--- src/rtl/dbg_pkg.sv ---
// Shared encodings for the debug run controller: run states, stop causes and
// the breakpoint-index width rule.
package dbg_pkg;

   typedef enum logic [1:0] {
      ST_PAUSE = 2'd0,
      ST_STEP  = 2'd1,
      ST_CONT  = 2'd2
   } run_state_e;

   typedef enum logic [1:0] {
      CAUSE_NONE      = 2'd0,
      CAUSE_STEP_DONE = 2'd1,
      CAUSE_BRK       = 2'd2,
      CAUSE_HALT      = 2'd3
   } halt_cause_e;

   // A single breakpoint slot still needs a one-bit index port.
   function automatic int idx_w(input int n);
      return (n > 1) ? $clog2(n) : 1;
   endfunction

endpackage

--- src/rtl/dbg_brk_match.sv ---
// Hardware breakpoint slots: address/enable storage plus the PC comparator
// array and lowest-index priority encoder.
module dbg_brk_match
   import dbg_pkg::*;
#(
   parameter int AW      = 32,
   parameter int NUM_BRK = 4
) (
   input  logic                         clk,
   input  logic                         rstn,
   input  logic                         wr_en,
   input  logic [idx_w(NUM_BRK)-1:0]    wr_idx,
   input  logic [AW-1:0]                wr_addr,
   input  logic                         wr_slot_en,
   input  logic                         armed,
   input  logic [AW-1:0]                pc,
   output logic                         match,
   output logic [idx_w(NUM_BRK)-1:0]    match_idx
);

   localparam int IW = idx_w(NUM_BRK);

   logic [AW-1:0]      addr_q [NUM_BRK];
   logic [AW-1:0]      addr_d [NUM_BRK];
   logic [NUM_BRK-1:0] en_q;
   logic [NUM_BRK-1:0] en_d;
   logic [NUM_BRK-1:0] hit_s;

   // Slot write; indices beyond the implemented slots are dropped.
   always_comb begin
      addr_d = addr_q;
      en_d   = en_q;
      if (wr_en && (32'(wr_idx) < 32'(NUM_BRK))) begin
         addr_d[wr_idx] = wr_addr;
         en_d[wr_idx]   = wr_slot_en;
      end else begin
         en_d = en_q;
      end
   end

   // Slot storage; addresses park at all-ones so a cleared slot never aliases PC 0.
   always_ff @(posedge clk or negedge rstn) begin
      if (!rstn) begin
         for (int i = 0; i < NUM_BRK; i++) begin
            addr_q[i] <= {AW{1'b1}};
         end
         en_q <= {NUM_BRK{1'b0}};
      end else begin
         addr_q <= addr_d;
         en_q   <= en_d;
      end
   end

   // Comparators and priority encoder: scanning downward leaves the lowest hit.
   always_comb begin
      hit_s     = {NUM_BRK{1'b0}};
      match_idx = {IW{1'b0}};
      for (int i = NUM_BRK - 1; i >= 0; i--) begin
         hit_s[i]  = armed & en_q[i] & (addr_q[i] == pc);
         match_idx = hit_s[i] ? IW'(i) : match_idx;
      end
      match = |hit_s;
   end

endmodule

--- src/rtl/dbg_run_ctrl.sv ---
// Debug run controller: gates the CPU clock enable for N-instruction steps and
// free-run, stopping on halt, step completion or a hardware breakpoint.
module dbg_run_ctrl
   import dbg_pkg::*;
#(
   parameter int AW      = 32,
   parameter int NUM_BRK = 4,
   parameter int CNT_W   = 16
) (
   input  logic                         clk,
   input  logic                         rstn,
   input  logic                         step,
   input  logic                         cont,
   input  logic                         halt,
   input  logic [CNT_W-1:0]             step_n,
   input  logic                         brk_we,
   input  logic [idx_w(NUM_BRK)-1:0]    brk_idx,
   input  logic [AW-1:0]                brk_addr,
   input  logic                         brk_en,
   input  logic                         clr_cnt,
   input  logic [AW-1:0]                pc,
   output logic                         cpu_en,
   output logic [1:0]                   state,
   output logic [1:0]                   halt_cause,
   output logic [idx_w(NUM_BRK)-1:0]    brk_hit_idx,
   output logic [31:0]                  run_cycles
);

   localparam int IW = idx_w(NUM_BRK);

   run_state_e       state_q, state_d;
   halt_cause_e      cause_q, cause_d;
   logic [CNT_W-1:0] remain_q, remain_d;
   logic             armed_q, armed_d;
   logic [IW-1:0]    hit_idx_q, hit_idx_d;
   logic [31:0]      run_cycles_q, run_cycles_d;

   logic             running_s;
   logic             brk_match_s;
   logic [IW-1:0]    brk_idx_s;
   logic             cpu_en_s;
   logic [CNT_W-1:0] step_load_s;

   assign running_s   = (state_q != ST_PAUSE);
   // Derived from state_q so an asynchronous reset drops the enable at once.
   assign cpu_en_s    = running_s & ~halt & ~brk_match_s;
   assign step_load_s = (step_n == {CNT_W{1'b0}}) ? CNT_W'(1'b1) : step_n;

   dbg_brk_match #(
      .AW      (AW),
      .NUM_BRK (NUM_BRK)
   ) u_brk (
      .clk        (clk),
      .rstn       (rstn),
      .wr_en      (brk_we & ~running_s),
      .wr_idx     (brk_idx),
      .wr_addr    (brk_addr),
      .wr_slot_en (brk_en),
      .armed      (armed_q),
      .pc         (pc),
      .match      (brk_match_s),
      .match_idx  (brk_idx_s)
   );

   // Run-state transitions and stop-cause capture.
   always_comb begin
      state_d   = state_q;
      remain_d  = remain_q;
      cause_d   = cause_q;
      hit_idx_d = hit_idx_q;
      armed_d   = running_s;
      case (state_q)
         ST_PAUSE: begin
            if (halt) begin
               state_d = ST_PAUSE;
            end else if (step) begin
               state_d  = ST_STEP;
               remain_d = step_load_s;
            end else if (cont) begin
               state_d = ST_CONT;
            end else begin
               state_d = ST_PAUSE;
            end
         end
         ST_STEP, ST_CONT: begin
            if (halt) begin
               state_d = ST_PAUSE;
               cause_d = CAUSE_HALT;
            end else if (brk_match_s) begin
               state_d   = ST_PAUSE;
               cause_d   = CAUSE_BRK;
               hit_idx_d = brk_idx_s;
            end else if (state_q == ST_CONT) begin
               state_d = ST_CONT;
            end else if (remain_q == CNT_W'(1'b1)) begin
               state_d  = ST_PAUSE;
               cause_d  = CAUSE_STEP_DONE;
               remain_d = {CNT_W{1'b0}};
            end else if (cont) begin
               state_d  = ST_CONT;
               remain_d = {CNT_W{1'b0}};
            end else begin
               remain_d = remain_q - CNT_W'(1'b1);
            end
         end
         default: begin
            state_d = ST_PAUSE;
         end
      endcase
   end

   // Saturating retire counter; clear beats increment.
   always_comb begin
      if (clr_cnt) begin
         run_cycles_d = 32'd0;
      end else if (cpu_en_s && (run_cycles_q != 32'hFFFF_FFFF)) begin
         run_cycles_d = run_cycles_q + 32'd1;
      end else begin
         run_cycles_d = run_cycles_q;
      end
   end

   // Controller state registers.
   always_ff @(posedge clk or negedge rstn) begin
      if (!rstn) begin
         state_q      <= ST_PAUSE;
         cause_q      <= CAUSE_NONE;
         remain_q     <= {CNT_W{1'b0}};
         armed_q      <= 1'b0;
         hit_idx_q    <= {IW{1'b0}};
         run_cycles_q <= 32'd0;
      end else begin
         state_q      <= state_d;
         cause_q      <= cause_d;
         remain_q     <= remain_d;
         armed_q      <= armed_d;
         hit_idx_q    <= hit_idx_d;
         run_cycles_q <= run_cycles_d;
      end
   end

   assign cpu_en      = cpu_en_s;
   assign state       = state_q;
   assign halt_cause  = cause_q;
   assign brk_hit_idx = hit_idx_q;
   assign run_cycles  = run_cycles_q;

endmodule
--- config.mk ---
export PLATFORM = sky130hd
export DESIGN_NAME = dbg_run_ctrl
export DESIGN_NICKNAME = d
export VERILOG_FILES = /design/src/rtl/dbg_pkg.sv /design/src/rtl/dbg_brk_match.sv /design/src/rtl/dbg_run_ctrl.sv
export SDC_FILE = /design/constraint.sdc
export NUM_CORES = 1
export LEC_CHECK = 0
export CORE_UTILIZATION = 48
export DETAILED_ROUTE_END_ITERATION = 10
export HOLD_SLACK_MARGIN = 0.12
export PLACE_DENSITY = 0.71
export SYNTH_ARGS = -nofsm -noshare
export SYNTH_HDL_FRONTEND = slang
export SYNTH_HIERARCHICAL = 1
export SYNTH_SLANG_ARGS = --single-unit
--- constraint.sdc ---
create_clock -name clk -period 4.1 [get_ports clk]
set_input_delay 0.82 -clock clk [delete_from_list [all_inputs] [get_ports clk]]
set_output_delay 0.82 -clock clk [all_outputs]
set_load 0.02 [all_outputs]
### Yosys cells after proc, flatten, opt, wreduce, memory -nomap -nowiden

Cells that the tools add are included.

* $add $sub $neg: 2
* order comparisons: 4
* equal/unequal tests: 15
* muxes and demuxes: 34
* bitwise gates (word level): 15
* reduce and logical (&&, ||, !) cells: 14

Operator list (count)
* bitwise mux 128 bit: 1
* == test 32 bit: 4
* 2-to-1 mux 16 bit: 8
* 2-to-1 mux 32 bit: 3
* demux 32 bit (select 2 bit): 1
* adder 32 x 1 -> 32 bit (second input constant): 1
* 2-to-1 mux 2 bit: 16
* != test 32 bit (second input constant): 1
* case mux 16 bit (2 select lines): 1
* == test 16 x 1 -> 1 bit (second input constant): 1
* zero test 16 bit: 1
* subtractor 16 x 1 -> 16 bit (second input constant): 1
* AND 1 bit: 11
* != test 2 bit (second input constant): 5
* != test 6 bit (second input constant): 1
* AND reduction 3 bit: 2
* AND reduction 6 bit: 1
* nonzero test 2 bit: 3
* bitwise mux 4 bit: 1
* case mux 2 bit (2 select lines): 1
* OR reduction 4 bit: 1
* >= comparator 3 bit (second input constant): 1
* logical AND 1 bit: 3
* less-than comparator 2 x 3 -> 1 bit (second input constant): 1
* other kinds (12): 14

* register bits after elaboration: 187
* bits of input ports: 90
* output and inout port bits: 39
* logic and storage cells: 95

### Logic depth before layout (Yosys ltp)

Gate-level depths: netlist of the first run.

* depth after elaboration: 8
* gate-level depth with buffers: 13
* gate-level depth less buffers: 12

### Cells and area by module

The synthesis of the first run kept the hierarchy.

Modules (own cells, without submodules)
* dbg_brk_match: instances 1, cells an instance 467, area each 6557.5 um2, sequential area each 3463.3 um2
* dbg_run_ctrl: instances 1, cells an instance 357, area each 3311.9 um2, sequential area each 1376.3 um2

### Worst setup path before layout of the first run

OpenSTA, ideal clock, no wires.

* path type: input to register
* start point: input port pc[14]
* end point: register run_cycles_q[31] (netlist: run_cycles[31])
* library setup time: 78 ps
* arrival time: 3323 ps
* data required time: 4022 ps
* setup slack: 699 ps
* stages: 12
* buffers on the path: 1
* cell sequence: clkbuf_1 > xnor2_1 > nand4_1 > nor4_1 > nand3_1 > nor2b_1 > nand2_1 > or3_4 > nor4_4 > nand4_4 > or4_1 > a21oi_1

* word-level cells in the longest chain between the ends: 7
* elaborated cells on any way between the ends: 13
* those cells by class: 4 x eq/ne; 6 x bitwise; 3 x reduce/logical

Ends and longest elaborated chain
* from (decl): RTL line dbg_run_ctrl.sv:21 `input logic [AW-1:0] pc,`
* == test 32 bit: RTL line dbg_brk_match.sv:59 `hit_s[i] = armed & en_q[i] & (addr_q[i] == pc);`
* AND 1 bit: RTL line dbg_brk_match.sv:59
* OR reduction 4 bit *: RTL line dbg_brk_match.sv:62 `match = |hit_s;`
* via brk_match_s: RTL line dbg_run_ctrl.sv:39 `logic brk_match_s;`
* NOT 1 bit *: RTL line dbg_run_ctrl.sv:46 `assign cpu_en_s = running_s & ~halt & ~brk_match_s;`
* AND 1 bit *: RTL line dbg_run_ctrl.sv:46
* logical AND 1 bit *: RTL line dbg_run_ctrl.sv:116 `end else if (cpu_en_s && (run_cycles_q != 32'hFFFF_FFFF)) begin`
* nonzero test 2 bit (no source line) *
* to (signal assigned): RTL line dbg_run_ctrl.sv:138 `run_cycles_q <= run_cycles_d;`
* to (decl): RTL line dbg_run_ctrl.sv:36 `logic [31:0] run_cycles_q, run_cycles_d;`

The timed path passes the listed nets; every way through them passes the cells marked *.
A chain may end at the register's enable or synchronous reset.

### Worst setup path after layout of the first run

* start point: input port pc[21]
* end point: output port cpu_en

* word-level cells in the longest chain between the ends: 5
* elaborated cells on any way between the ends: 11
* those cells by class: 4 x eq/ne; 6 x bitwise; 1 x reduce/logical

Ends and longest elaborated chain
* == test 32 bit: RTL line dbg_brk_match.sv:59
* AND 1 bit: RTL line dbg_brk_match.sv:59
* OR reduction 4 bit *: RTL line dbg_brk_match.sv:62
* via brk_match_s: RTL line dbg_run_ctrl.sv:39
* NOT 1 bit *: RTL line dbg_run_ctrl.sv:46
* AND 1 bit *: RTL line dbg_run_ctrl.sv:46
* to (decl): RTL line dbg_run_ctrl.sv:22 `output logic cpu_en,`

Marks and branches as above.

==> flow_summary_export.csv, run 1 <==
group,metric,value,unit
place,portBuffers,128,
synth,ys.flop_type,"dfstp_2",
power_and_ir_drop,power_density,627,mW/mm²
worst_setup_path,cp_data_required_time,3.28,ns
place,hpwl,17400,µm
place,place_congestion,0.887,
synth,synthTopCellsByCount,"mux2_2 (140), dfstp_2 (128), xnor2_1 (77), dfrtp_1 (59), xor2_1 (56)",
final_layout,final_nets,1094,
worst_hold_path,hp-class,"in -> async",
place,placed_cells,1249,
worst_setup_path,critPathMaxStageDelay,0.52,ns
final_layout,area_delta_synth_final,25.5,%
global_routing,grt_max_degree,83,
worst_setup_path,crit_fanout,3,
power_and_ir_drop,power_frac_seq,0.466,
worst_setup_path,end_kind,"primary output",
worst_setup_path,slowest_stage,"clkdlybuf4s50_1",
synth,async_flop_share,1.00,
worst_setup_path,worst_setup_path_start_kind,"primary input",
sta,fin_worst_skew,0.0135,ns
flow_run,drv_cap,0,
worst_setup_path,path_cells,"clkdlybuf4s50_1, buf_4, xor2_1, nor4_1, buf_4, nand4_1, nor3_2, nor2b_1, nand2_2, or3_4, inv_1, clkdlybuf4s15_1",
synth,synth_area,0.00987,mm²
die,die_x,145,µm
global_routing,grt_pass1_vias,7200,
synth,ys_seq_area_frac,0.490,
die,start_util,0.489,
route,drc_errors,0,
route,drt-wirelength-per-cell,19.1,µm
route,drtIter0Drc,395,
cts,cts_tree,"yes",
power_and_ir_drop,p_leak,0.00481,µW
sta,drv_slew,0,
worst_setup_path,cpMostUsedCell,"buf_4",
route,route.vias.total,7137,
global_routing,grt.overflow.total,0,
synth,ys_ff_latch,187,
sta,final_hold_viol_count,0,
worst_setup_path,crit_buf_inv,5,
power_and_ir_drop,max-vdd-ir-drop,0.000349,V
power_and_ir_drop,p_clk_frac,0.205,
global_routing,antenna_found_initial,0,
outcome,status,"complete, no violations",
die,dieHeight,145,µm
power_and_ir_drop,p_int,5320,µW
die,pin_count,129,
worst_setup_path,crit_cells,12,
route,wirelength,24500,µm
route,drtAntennaViolNets,0,
synth,syn_inst,824,
synth,synth_top_area_cell,"dfstp_2",
power_and_ir_drop,p_comb_frac,0.329,
sta,relSlewSlack,0.307,
sta,worst_pin_slew,1.04,ns
route,dr.pass1.iters,5,
synth,syn_area_per_cell,12.0,µm²
die,core_area,0.0202,mm²
synth,synth.most_common_cell,"mux2_2",
synth,yosys_warnings,6,
power_and_ir_drop,switching_share,0.314,
cts,clock-root-buffer,"clkbuf_16",
global_routing,grt_use_total,0.241,
cts,htree_levels,4,
final_layout,num_antenna_cells,0,
worst_setup_path,cp_top_family,"buffers and inverters",
cts,path_clk_slew,0.07,ns
cts,clock_latency,0.44,ns
synth,synthTopCellsByArea,"dfstp_2 (34%), mux2_2 (16%), dfrtp_1 (15%), xnor2_1 (6.8%), xor2_1 (5.0%)",
synth,yosys.cell_types.count,61,
cts,cts_sinks,187,
worst_setup_path,crit_type,"in -> out",
global_routing,grt_pass1_wl,39300,µm
final_layout,fin_cells,1281,
sta,max_freq,247,MHz
route,viasPerCell,5.57,
die,dieArea,0.0211,mm²
synth,yosysTopAreaCellShare,0.341,
sta,finalCritPeriodShare,0.986,
worst_setup_path,ff2ff_path_depth,13,
worst_setup_path,cp.arrival,3.22,ns
synth,syn-num-nets,920,
cts,clockBufferDepth,2,
final_layout,n_fill_cell,1677,
sta,setup_violations,0,
worst_setup_path,reg2reg_slack,0.74,ns
final_layout,drive_above_1_share,0.383,
sta,setup_tns,0,ns
sta,grt_setup_unrepaired,"no",
die,fp-row-count,52,
cts,postCtsSetupBuffers,0,
synth,synth-edff-count,0,
power_and_ir_drop,p_sw,2440,µW
cts,cts_buffers,17,
sta,period_needed,4.04,ns
==> through the flow <==
| stage | instance area (µm²) | hold slack, ns | utilization | total power, µW | setup WS (ns) |
|---|---|---|---|---|---|
| finish | 12400 | 0.476 | 0.614 | 7760 | 0.0579 |
| global route | 12400 | 0.510 | 0.614 | 8180 | 0.0165 |
| CTS | 12300 | 0.472 | 0.612 | 7790 | 0.00453 |
| detailed placement | 11800 | 0.484 | 0.584 | 6170 | -0.402 |
| global placement | 11800 | 0.483 | 0.584 | 6090 | -0.405 |
| floorplan | 9870 | 0.474 | - | 5250 | 0.699 |
==> per-layer routing <==
metal	global-route usage	routed length [µm]	share of wire
met3	0.0592	1390	0.057
met2	0.395	11800	0.48
met4	0.0753	493	0.020
met1	0.315	10800	0.44
met5	0	0	0
==> layout by cell type, fill, tap and decap left out, drive strengths merged, types with 10 or more instances in the layout <==
cell	n
clkdlybuf4s50	124
nand4	38
o21ai	32
dfrtp	59
nor4	25
nand3	24
dfstp	128
buf	60
nor2	34
mux2	140
inv	18
clkbuf	23
nand2	19
or3	18
a22o	10
xor2	56
xnor2	80
a21oi	20
nor3	15
==> power groups by stage <==
| stage | clock network (µW) | registers [µW] | logic, µW |
|---|---|---|---|
| finish | 1590 | 3620 | 2550 |
| global route | 1700 | 3730 | 2750 |
| CTS | 1630 | 3610 | 2550 |
| detailed placement | 0 | 3640 | 2530 |
| global placement | 0 | 3600 | 2490 |
| floorplan | 0 | 3520 | 1730 |
==> flip-flops by register name (all words and copies together) (netlist names) <==
signal        flops
remain_q         16
u_brk/addr_q    128
armed_q           1
state             2
halt_cause        2
run_cycles       32
u_brk/en_q        4
brk_hit_idx       2
==> repair_timing <==
action | CTS | global route
hold buffers | 0 | 0
pin swaps | 1 | 1
resized for setup | 2 | 8
setup endpoints to repair | 1 | 1
cloned | 0 | 0
==> area by class of cell <==
cell class / count / area, µm² / share of cell area
Clock buffer: 23 / 499 / 0.0403
Clock inverter: 9 / 61.3 / 0.00495
Inverter: 16 / 60.1 / 0.00485
Multi-Input combinational cell: 589 / 4840 / 0.391
Sequential cell: 187 / 4840 / 0.391
Tap cell: 270 / 338 / 0.0273
Timing Repair Buffer: 187 / 1740 / 0.141
==> kinds of logic (layout without fill, tap and decap cells) <==
kind of cell | Yosys count | count (layout) | synth area share
buf+inv | 48 | 235 | 0.0243
flops | 187 | 187 | 0.490
fa+ha+maj | 6 | 6 | 0.00761
compound gates | 91 | 91 | 0.0603
xor+xnor | 136 | 136 | 0.123
simple gates | 213 | 213 | 0.132
mux | 143 | 143 | 0.163
==> worst paths after layout <==
| path | start | endpoint |
|---|---|---|
| worst max-delay path | pc[21] | cpu_en |
| worst min-delay path | rstn | u_brk/en_q[3]$_DFFE_PN0P_ |
| worst max register to register | u_brk/addr_q[30]$_DFFE_PN1P_ | run_cycles[31]$_DFFE_PN0P_ |
| worst min register to register | halt_cause[1]$_DFFE_PN0P_ | halt_cause[1]$_DFFE_PN0P_ |
| max in group asynchronous | rstn | u_brk/addr_q[17]$_DFFE_PN1P_ |
| min in group clk | halt_cause[1]$_DFFE_PN0P_ | halt_cause[1]$_DFFE_PN0P_ |
No activity file was read; power rests on OpenSTA's default activity.
==> inputs of run 2 (changes only) <==
--- a/config.mk
+++ b/config.mk
@@ -5,6 +5,7 @@
 export SDC_FILE = /design/constraint.sdc
 export NUM_CORES = 1
 export LEC_CHECK = 0
+export CAP_MARGIN = 20
 export CORE_UTILIZATION = 48
 export DETAILED_ROUTE_END_ITERATION = 10
 export HOLD_SLACK_MARGIN = 0.12
==> results of run 2 <==
Same layout as run 1: the final DEF is identical, and so are final timing and power.
==> inputs of run 3 (changes only) <==
--- a/config.mk
+++ b/config.mk
@@ -10,6 +10,7 @@
 export DETAILED_ROUTE_END_ITERATION = 10
 export HOLD_SLACK_MARGIN = 0.12
 export PLACE_DENSITY = 0.71
+export SLEW_MARGIN = 20
 export SYNTH_ARGS = -nofsm -noshare
 export SYNTH_HDL_FRONTEND = slang
 export SYNTH_HIERARCHICAL = 1
==> results of run 3 <==
Same layout as run 1: the final DEF is identical, and so are final timing and power.
